<file path="src/rtl/sched_pkg.sv">
// Shared scheduler types and constants: FSM states, user/OS address split, OS entry vector.
package sched_pkg;

  typedef enum logic [2:0] {
    ST_OS,
    ST_SELECT,
    ST_DISPATCH,
    ST_RUN,
    ST_PREEMPT
  } sched_state_e;

  localparam logic [31:0] SO_LIMIT = 32'd616;
  localparam logic [31:0] OS_ENTRY = 32'd0;

endpackage

</file>
<file path="src/rtl/rr_pick.sv">
// Combinational round-robin finder: first set bit of ready after start, wrapping, start itself last.
module rr_pick #(
  parameter int unsigned NPROC = 4,
  parameter int unsigned PID_W = 2
) (
  input  logic [NPROC-1:0] ready,
  input  logic [PID_W-1:0] start,
  output logic             found,
  output logic [PID_W-1:0] pid
);

  logic [PID_W-1:0] idx;

  always_comb begin
    found = 1'b0;
    pid   = start;
    idx   = '0;
    for (int unsigned i = 1; i <= NPROC; i++) begin
      // PID_W-bit addition wraps modulo NPROC, so i == NPROC lands back on start.
      idx = start + PID_W'(i);
      if (!found && ready[idx]) begin
        found = 1'b1;
        pid   = idx;
      end
    end
  end

endmodule

</file>
<file path="src/rtl/quantum_scheduler.sv">
// Round-robin process scheduler with quantum preemption; drives the PC jump path via valid/ack.
module quantum_scheduler
  import sched_pkg::*;
#(
  parameter int unsigned NPROC = 4,
  parameter int unsigned PID_W = 2
) (
  input  logic             clk,
  input  logic             reset,
  input  logic             halt,
  input  logic             qtm_load,
  input  logic [31:0]      qtm,
  input  logic [31:0]      pc_current,
  input  logic             instr_retire,
  input  logic             os_dispatch,
  input  logic [NPROC-1:0] ready_set,
  input  logic [NPROC-1:0] ready_clr,
  input  logic             pc_wr_en,
  input  logic [PID_W-1:0] pc_wr_pid,
  input  logic [31:0]      pc_wr_data,
  input  logic             jump_ack,
  output logic             jump_valid,
  output logic [31:0]      jump_target,
  output logic [PID_W-1:0] cur_pid,
  output logic             no_ready,
  output logic [31:0]      q_count
);

  sched_state_e     state_q, state_d;
  logic [31:0]      q_count_q, q_count_d;
  logic [31:0]      q_limit_q, q_limit_d;
  logic [NPROC-1:0] ready_q, ready_d;
  logic [31:0]      table_q [NPROC];
  logic [31:0]      table_d [NPROC];
  logic [PID_W-1:0] cur_pid_q, cur_pid_d;
  logic             jump_valid_q, jump_valid_d;
  logic [31:0]      jump_target_q, jump_target_d;
  logic             no_ready_q, no_ready_d;

  logic             pick_found;
  logic [PID_W-1:0] pick_pid;
  logic [31:0]      q_inc;

  rr_pick #(
    .NPROC(NPROC),
    .PID_W(PID_W)
  ) u_rr_pick (
    .ready(ready_q),
    .start(cur_pid_q),
    .found(pick_found),
    .pid  (pick_pid)
  );

  assign q_inc = (q_count_q == '1) ? q_count_q : q_count_q + 32'd1;

  always_comb begin
    state_d    = state_q;
    q_count_d  = q_count_q;
    q_limit_d  = qtm_load ? qtm : q_limit_q;
    ready_d    = (ready_q | ready_set) & ~ready_clr;
    table_d    = table_q;
    cur_pid_d  = cur_pid_q;
    no_ready_d = 1'b0;

    if (pc_wr_en) table_d[pc_wr_pid] = pc_wr_data;

    unique case (state_q)
      ST_OS: begin
        q_count_d = '0;
        if (os_dispatch) state_d = ST_SELECT;
      end
      ST_SELECT: begin
        if (pick_found) begin
          cur_pid_d = pick_pid;
          state_d   = ST_DISPATCH;
        end else begin
          no_ready_d = 1'b1;
          state_d    = ST_OS;
        end
      end
      ST_DISPATCH: begin
        if (jump_ack) begin
          q_count_d = '0;
          state_d   = ST_RUN;
        end
      end
      ST_RUN: begin
        if (instr_retire) begin
          if (pc_current >= SO_LIMIT) begin
            // The preemption save is applied after the table write port, so it wins.
            if (q_limit_q != '0 && q_inc >= q_limit_q) begin
              table_d[cur_pid_q] = pc_current;
              q_count_d          = '0;
              state_d            = ST_PREEMPT;
            end else begin
              q_count_d = q_inc;
            end
          end else begin
            q_count_d = '0;
            state_d   = ST_OS;
          end
        end
      end
      ST_PREEMPT: begin
        if (jump_ack) state_d = ST_OS;
      end
      default: state_d = ST_OS;
    endcase

    jump_valid_d = (state_d == ST_DISPATCH) || (state_d == ST_PREEMPT);
    // Target is captured on entry to a jump state and frozen until the ack.
    if (jump_valid_q && state_d == state_q)
      jump_target_d = jump_target_q;
    else if (state_d == ST_DISPATCH)
      jump_target_d = table_d[cur_pid_d];
    else
      jump_target_d = OS_ENTRY;
  end

  always_ff @(posedge clk) begin
    if (!reset) begin
      state_q       <= ST_OS;
      q_count_q     <= '0;
      q_limit_q     <= '0;
      ready_q       <= '0;
      for (int unsigned i = 0; i < NPROC; i++) table_q[i] <= '0;
      cur_pid_q     <= PID_W'(NPROC - 1);
      jump_valid_q  <= 1'b0;
      jump_target_q <= '0;
      no_ready_q    <= 1'b0;
    end else if (!halt) begin
      state_q       <= state_d;
      q_count_q     <= q_count_d;
      q_limit_q     <= q_limit_d;
      ready_q       <= ready_d;
      table_q       <= table_d;
      cur_pid_q     <= cur_pid_d;
      jump_valid_q  <= jump_valid_d;
      jump_target_q <= jump_target_d;
      no_ready_q    <= no_ready_d;
    end
  end

  assign jump_valid  = jump_valid_q;
  assign jump_target = jump_target_q;
  assign cur_pid     = cur_pid_q;
  assign no_ready    = no_ready_q;
  assign q_count     = q_count_q;

endmodule
</file>
<file path="config.mk">
export PLATFORM = sky130hd
export DESIGN_NAME = quantum_scheduler
export DESIGN_NICKNAME = d
export VERILOG_FILES = /design/src/rtl/sched_pkg.sv /design/src/rtl/rr_pick.sv /design/src/rtl/quantum_scheduler.sv
export SDC_FILE = /design/constraint.sdc
export NUM_CORES = 1
export LEC_CHECK = 0
export CAP_MARGIN = 30
export CORE_MARGIN = 4
export CORE_UTILIZATION = 50
export CTS_BUF_LIST = sky130_fd_sc_hd__clkbuf_8 sky130_fd_sc_hd__clkbuf_16
export CTS_CLUSTER_SIZE = 24
export DETAILED_ROUTE_END_ITERATION = 8
export GPL_ROUTABILITY_DRIVEN = 1
export PLACE_DENSITY = 0.73
export REMOVE_ABC_BUFFERS = 1
export SYNTH_ARGS = -nofsm -noshare
export SYNTH_HDL_FRONTEND = slang
export SYNTH_HIERARCHICAL = 1
export SYNTH_SLANG_ARGS = --single-unit
</file>
<file path="constraint.sdc">
create_clock -name clk -period 5.9 [get_ports clk]
set_clock_uncertainty 0.1 [all_clocks]
set_input_delay 1.18 -clock clk [delete_from_list [all_inputs] [get_ports clk]]
set_output_delay 1.18 -clock clk [all_outputs]
set_load 0.1 [all_outputs]
</file>
==> impl_metrics.py, run 1 <==
metrics = {
    "routing": {
        "drtIter0Drc": 2514,
        "average_detailed_routed_wire_length_per_instance_um": 22.3,
        "route.vias.total": 16400,
        "drt_pre_antenna_iters": 7,
        "postRouteWirelength_um": 54200,
        "final_antenna_net_count": 0,
        "detail_route.drc_violations": 0,
        "detail_route.vias_per_cell": 6.73,
    },
    "placement": {
        "buffer_ports.inserted": 181,
        "place_ws_ps": 295,
        "finalWeightedCongestion": 0.932,
        "place.detailed.instances": 2379,
        "detailed_placer_s_ending_hpwl_um": 34900,
    },
    "power": {
        "share_seq_of_total_power_pct": 40.3,
        "p_switching_mw": 1.12,
        "power.density_nw_per_um2": 231,
        "p_int_mw": 3.01,
        "share_comb_of_total_power_pct": 13.7,
        "totalPowerFinal_mw": 4.13,
        "total_leakage_power_nw": 6.37,
        "switching_share_pct": 27.1,
        "worst_ir_drop_vdd_uv": 229,
        "clkPwrFrac_pct": 46.0,
    },
    "timing": {
        "final_period_minus_worst_setup_slack_ps": 5540,
        "final_hold_violation_count": 0,
        "hold_ws_ps": 360,
        "tightestPinTransition_ps": 1040,
        "finalWorstSetupSlack_ps": 362,
        "timing_max_transition_violations_final": 0,
        "period_share_pct": 93.9,
        "report.final.setup_viol": 0,
        "maxSlewHeadroom_pct": 30.1,
        "timing.fmax_mhz": 181,
        "rsz0062_at_grt": "no",
    },
    "cells_and_area": {
        "fin_nets": 2172,
        "most-common-layout-cells": "279 x nand2_1, 234 x dfxtp_1, 186 x a21oi_1",
        "areaGrowthSynthToFinish_pct": 21.5,
        "layout.core_utilization_pct": 61.9,
        "n_antenna_cell": 0,
        "final_common_cell": "nand2_1",
        "num-fill-cells": 2575,
        "finalNonFillerCells": 2430,
        "final_layout_size_suffix_gt1_share_pct": 7.62,
    },
    "yosys": {
        "yosys_warnings": 6,
        "synth_seq_cells": 235,
        "main_combinational_cell_family_by_area_after_synthesis": "compound AO/OA/AOI/OAI gates",
        "post_synth.cell_area_avg_sq_um": 7.61,
        "yosys-mux-area-fraction_pct": 4.42,
        "combined_area_of_all_synthesized_cells_sq_um": 14700,
        "synth_adder_area_share_pct": 2.81,
        "asyncSetResetFlopFracSynth_pct": 0,
        "synth_enable_flop_cells": 0,
        "sequential_area_share_after_synthesis_pct": 32.0,
        "postSynthCellCount": 1932,
        "postSynth.topFlopCell": "dfxtp_1",
        "synth_simple_gate_area_share_pct": 21.3,
        "synth.lib_cells_used.distinct": 80,
        "synth_xor_xnor_area_share_pct": 1.79,
        "compound_cell_area_share_of_the_yosys_netlist_pct": 31.3,
    },
    "setup_path": {
        "r2r_slack_ps": 360,
        "rr_worst_depth": 15,
        "worst-setup-path-type": "reg2reg",
        "critPathMaxFanout": 29,
        "setup.worst_path.end_class": "register",
        "worstSetupStartpoint": "q_count[12]$_SDFFE_PN0P_",
        "critical_path_required_ps": 6250,
        "r2r_end": "table_q[13]$_SDFFE_PN0N_",
        "crit_path_end": "table_q[13]$_SDFFE_PN0N_",
        "timing.rr.start": "q_count[12]$_SDFFE_PN0P_",
        "worst_ep_arrival_time_ps": 5890,
        "timing.critical_path.from_type": "register",
    },
    "cts": {
        "clkLatencyLatePin_ps": 560,
        "post_cts_resize_count": 0,
        "cts.clk_slew.worst_paths_ps": 60,
        "post_cts.repair.setup_buffers": 0,
        "clk_root_buffer_cell": "clkbuf_16",
        "cts_tree": "yes",
        "cts_buffer_depth": 3,
        "numCtsBuffers": 28,
        "cts_num_sinks": 235,
        "postCtsHoldBufs": 0,
        "cts-htree-levels": 1,
    },
    "global_route": {
        "overflow": 0,
        "first_pass_grt_wire_length_um": 84700,
        "antenna_found_initial": 0,
        "grt_pass1_vias": 15500,
        "global_route.usage.total_pct": 31.4,
        "grt_start_max_net_pins": 75,
    },
    "floorplan": {
        "row_count": 62,
        "fp.dieArea_sq_um": 32200,
        "core_area_sq_um": 28900,
        "die_height_um": 180,
        "die_width_um": 180,
        "io_pins": 182,
        "initial_cell_density_of_the_core_pct": 51.0,
    },
    "hold_path": {
        "timing.hold.worst.class": "reg2reg",
        "hold_path.startpoint": "table_q[81]$_SDFFE_PN0N_",
    },
    "run_status": {
        "status": "completed",
    },
    "flow_run": {
        "drv_cap": 0,
    },
}
[Yosys cell counts (40+ instances only)]
library cell  count  area share [%]
dfxtp_1         235              32
nand2_1         279             7.1
o211ai_1         69             3.5
inv_1            61             1.6
nand3_1          53             1.8
buf_2            40             1.4
a21oi_1         188             6.4
clkbuf_1        118             3.0
nor3_1           57             1.9
o21ai_0          90             3.1
nor2_1          121             3.1
o221a_1          41             3.1
mux2i_1          56             3.8
[power groups by stage]
stage | sequential, mW | clock [mW] | combinational [mW]
detailed placement | 1.69 | 0 | 0.547
finish | 1.66 | 1.90 | 0.565
global route | 1.67 | 1.97 | 0.604
global placement | 1.69 | 0 | 0.530
floorplan | 1.70 | 0 | 0.265
CTS | 1.66 | 1.90 | 0.550
[registers in the layout (all words and copies together) (netlist names)]
signal       flops
q_limit_q       32
jump_valid       1
cur_pid          2
no_ready         1
jump_target     32
table_q        128
q_count         32
state_q          3
ready_q          4
[kinds of logic (layout without fill, tap and decap cells)]
group,after synthesis,count (layout)
compound gates,664,664
xor+xnor,30,30
fa+ha+maj,33,33
buf+inv,236,350
flops,235,235
mux,64,64
simple gates,670,670
[how the worst min path moves through the flow]
stage | cells past startpoint | end | slack, ps
after floorplan | 2 | table_q[75]$_SDFFE_PN0N_ | 340
after global placement | 2 | table_q[103]$_SDFFE_PN0N_ | 350
after detailed placement | 2 | jump_target[9]$_SDFFE_PN0P_ | 350
after CTS | 2 | table_q[102]$_SDFFE_PN0N_ | 360
after global routing | 2 | table_q[94]$_SDFFE_PN0N_ | 370
final | 2 | table_q[81]$_SDFFE_PN0N_ | 360
[layout make-up]
cell class | count | area (sq um) | area share (%)
clock buffers | 37 | 836 | 4.68
well taps | 384 | 480 | 2.69
flip-flops and latches | 235 | 4710 | 26.3
clock inverters | 14 | 175 | 0.980
repair buffers | 236 | 2310 | 12.9
inverters | 63 | 239 | 1.34
multi-input cells | 1461 | 9120 | 51.0
[stage by stage]
step / cell area, sq um / TNS, ps
6_report: 17900 / 0
5_1_grt: 17900 / 0
4_1_cts: 17900 / 0
3_5_place_dp: 16900 / 0
3_3_place_gp: 16700 / 0
2_1_floorplan: 14000 / -144470
[routing by layer]
layer | up-vias | wire length, um | track usage, % | share of wire (%)
li1 | 7370 | - | - | -
met1 | 7720 | 22000 | 42.2 | 41
met2 | 1061 | 24100 | 49.6 | 44
met3 | 211 | 5910 | 6.39 | 11
met4 | 0 | 2190 | 12.5 | 4.0
met5 | - | 0 | 0 | 0
[worst max-delay path, stage by stage, from the launching register on]
cell      delay [ps]
dfxtp_1          460
and4_1           310
nand4_1          240
nor4_1           630
and3_1           370
nand4_1          200
xnor2_1          220
ha_1             270
nand4_1          180
nor2_1            80
a221oi_1         360
and3_1           300
a211o_2          600
nand2_1          550
o22a_1           320
o221a_2          240
Power figures use the tool's default switching activity.
==> run 2, diff against run 1 <==
clock period = 5.3 ns   (was 5.9 ns; I/O delays follow)
==> run 2 against run 1 <==
  * Sequential share of layout area down 0.24 points
  * First-iteration DRC count down 16%
  * Setup slack worse by 65 ps
  * Sequential power up 11%
  * Via count down 1.1%
  * Fmax up 11%
  * Register-to-register slack worse by 70 ps
  * Critical path type unchanged
  * Critical endpoint is now table_q[22]$_SDFFE_PN0N_
  * Highest routed layer unchanged
==> impl_metrics.py, run 2 (synthesis results as in run 1) <==
metrics = {
    "placement": {
        "detailed_placer_s_ending_hpwl_um": 35100,
        "detailed_place.area_sq_um": 17100,
        "buffer_ports.inserted": 181,
        "finalWeightedCongestion": 0.918,
        "place_ws_ps": 222,
        "place.detailed.instances": 2401,
    },
    "power": {
        "totalPowerFinal_mw": 4.37,
        "share_seq_of_total_power_pct": 42.3,
        "total_leakage_power_nw": 6.50,
        "clkPwrFrac_pct": 43.2,
        "p_switching_mw": 1.21,
        "switching_share_pct": 27.7,
        "power.density_nw_per_um2": 242,
        "p_int_mw": 3.16,
        "worst_ir_drop_vdd_uv": 221,
        "share_comb_of_total_power_pct": 14.5,
    },
    "routing": {
        "detail_route.drc_violations": 0,
        "route.vias.total": 16200,
        "final_antenna_net_count": 0,
        "drt_pre_antenna_iters": 6,
        "drtIter0Drc": 2113,
        "average_detailed_routed_wire_length_per_instance_um": 21.9,
        "detail_route.vias_per_cell": 6.59,
        "postRouteWirelength_um": 53800,
    },
    "hold_path": {
        "timing.hold.worst.class": "reg2reg",
        "hold_path.startpoint": "jump_target[9]$_SDFFE_PN0P_",
    },
    "setup_path": {
        "timing.critical_path.from_type": "register",
        "worstSetupStartpoint": "q_count[28]$_SDFFE_PN0P_",
        "setup.worst_path.end_class": "register",
        "worst-setup-path-type": "reg2reg",
        "critical_path_required_ps": 5690,
        "critPathMaxFanout": 22,
        "worst_ep_arrival_time_ps": 5400,
        "timing.rr.start": "q_count[28]$_SDFFE_PN0P_",
    },
    "global_route": {
        "antenna_found_initial": 2,
        "global_route.usage.total_pct": 31.0,
        "grt_pass1_vias": 15500,
        "overflow": 0,
        "first_pass_grt_wire_length_um": 83900,
        "grt_start_max_net_pins": 79,
    },
    "floorplan": {
        "row_count": 62,
        "die_width_um": 180,
        "io_pins": 182,
        "initial_cell_density_of_the_core_pct": 51.0,
        "die_height_um": 180,
        "core_area_sq_um": 28900,
        "fp.dieArea_sq_um": 32200,
    },
    "cells_and_area": {
        "regMostFlops": "table_q",
        "fin_nets": 2197,
        "final_layout_size_suffix_gt1_share_pct": 8.65,
        "most-common-layout-cells": "279 x nand2_1, 234 x dfxtp_1, 185 x a21oi_1",
        "largest_register_ffs": 128,
        "postLayoutCellArea_sq_um": 18000,
        "finalNonFillerCells": 2456,
        "layout.core_utilization_pct": 62.5,
        "num-fill-cells": 2555,
        "areaGrowthSynthToFinish_pct": 22.6,
        "final_common_cell": "nand2_1",
    },
    "timing": {
        "rsz0062_at_grt": "no",
        "tightestPinTransition_ps": 1050,
        "hold_ws_ps": 353,
        "setup_tns_ps": 0,
        "report.final.setup_viol": 0,
        "timing.fmax_mhz": 200,
        "final_period_minus_worst_setup_slack_ps": 5000,
        "timing_max_transition_violations_final": 0,
        "maxSlewHeadroom_pct": 30.2,
        "finalWorstSetupSlack_ps": 297,
        "final_hold_violation_count": 0,
        "period_share_pct": 94.4,
    },
    "cts": {
        "cts.clk_slew.worst_paths_ps": 60,
        "clk_root_buffer_cell": "clkbuf_16",
        "cts_num_sinks": 235,
        "cts_tree": "yes",
        "clkLatencyLatePin_ps": 550,
        "cts_buffer_depth": 3,
        "numCtsBuffers": 28,
        "cts-htree-levels": 1,
        "postCtsHoldBufs": 0,
    },
    "flow_run": {
        "drv_cap": 0,
    },
    "run_status": {
        "status": "completed",
    },
}
run 2: power by group through the flow:
stage          clock [mW]  sequential (mW)  combinational [mW]
3_5_place_dp            0             1.89               0.613
6_report             1.89             1.85               0.635
5_1_grt              1.97             1.85               0.678
4_1_cts              1.90             1.85               0.616
2_1_floorplan           0             1.90               0.296
3_3_place_gp            0             1.88               0.597
run 2: area by class of cell:
| class | count | area (sq um) | area share [%] |
|---|---|---|---|
| multi-input combinational | 1461 | 9160 | 50.8 |
| sequential | 235 | 4710 | 26.1 |
| timing repair buffer | 261 | 2540 | 14.1 |
| clock buffer | 38 | 850 | 4.71 |
| tap | 384 | 480 | 2.66 |
| inverter | 63 | 239 | 1.33 |
| clock inverter | 12 | 51.3 | 0.285 |
| antenna | 2 | 5.00 | 0.0278 |
run 2: timing repair:
| action | CTS | global route |
|---|---|---|
| setup buffers | 0 | 3 |
| setup endpoints to repair | 0 | 122 |
| resized for setup | 0 | 9 |
run 2: path summary, 6_finish.rpt:
check                                                   end  slack (ps)  cells after the start
worst max-delay path               table_q[22]$_SDFFE_PN0N_         300                     17
worst max register to register     table_q[22]$_SDFFE_PN0N_         300                     17
worst min-delay path            jump_target[9]$_SDFFE_PN0P_         350                      2
worst min register to register  jump_target[9]$_SDFFE_PN0P_         350                      2
run 2: worst max-delay path, stage by stage (launching register included):
cell and delay (ps):
dfxtp_1 440, and4_1 290, nand4_1 210, nor4_4 340, buf_4 180, nand3b_1 250
nor2_1 140, xor2_1 160, ha_1 300, nand4_1 140, nor4_2 340, a32oi_2 230
a211o_1 400, a211o_4 450, buf_12 200, nand2_1 350, o22a_1 220, o221a_2 170
run 2: routing by layer:
metal,vias to the layer above,wire [um],part of all wire [%],GRT usage (%)
li1,7409,-,-,-
met1,7618,21900,41,41.6
met2,989,23800,44,48.6
met3,161,5840,11,6.27
met4,0,2220,4.1,13.6
met5,-,0,0,0
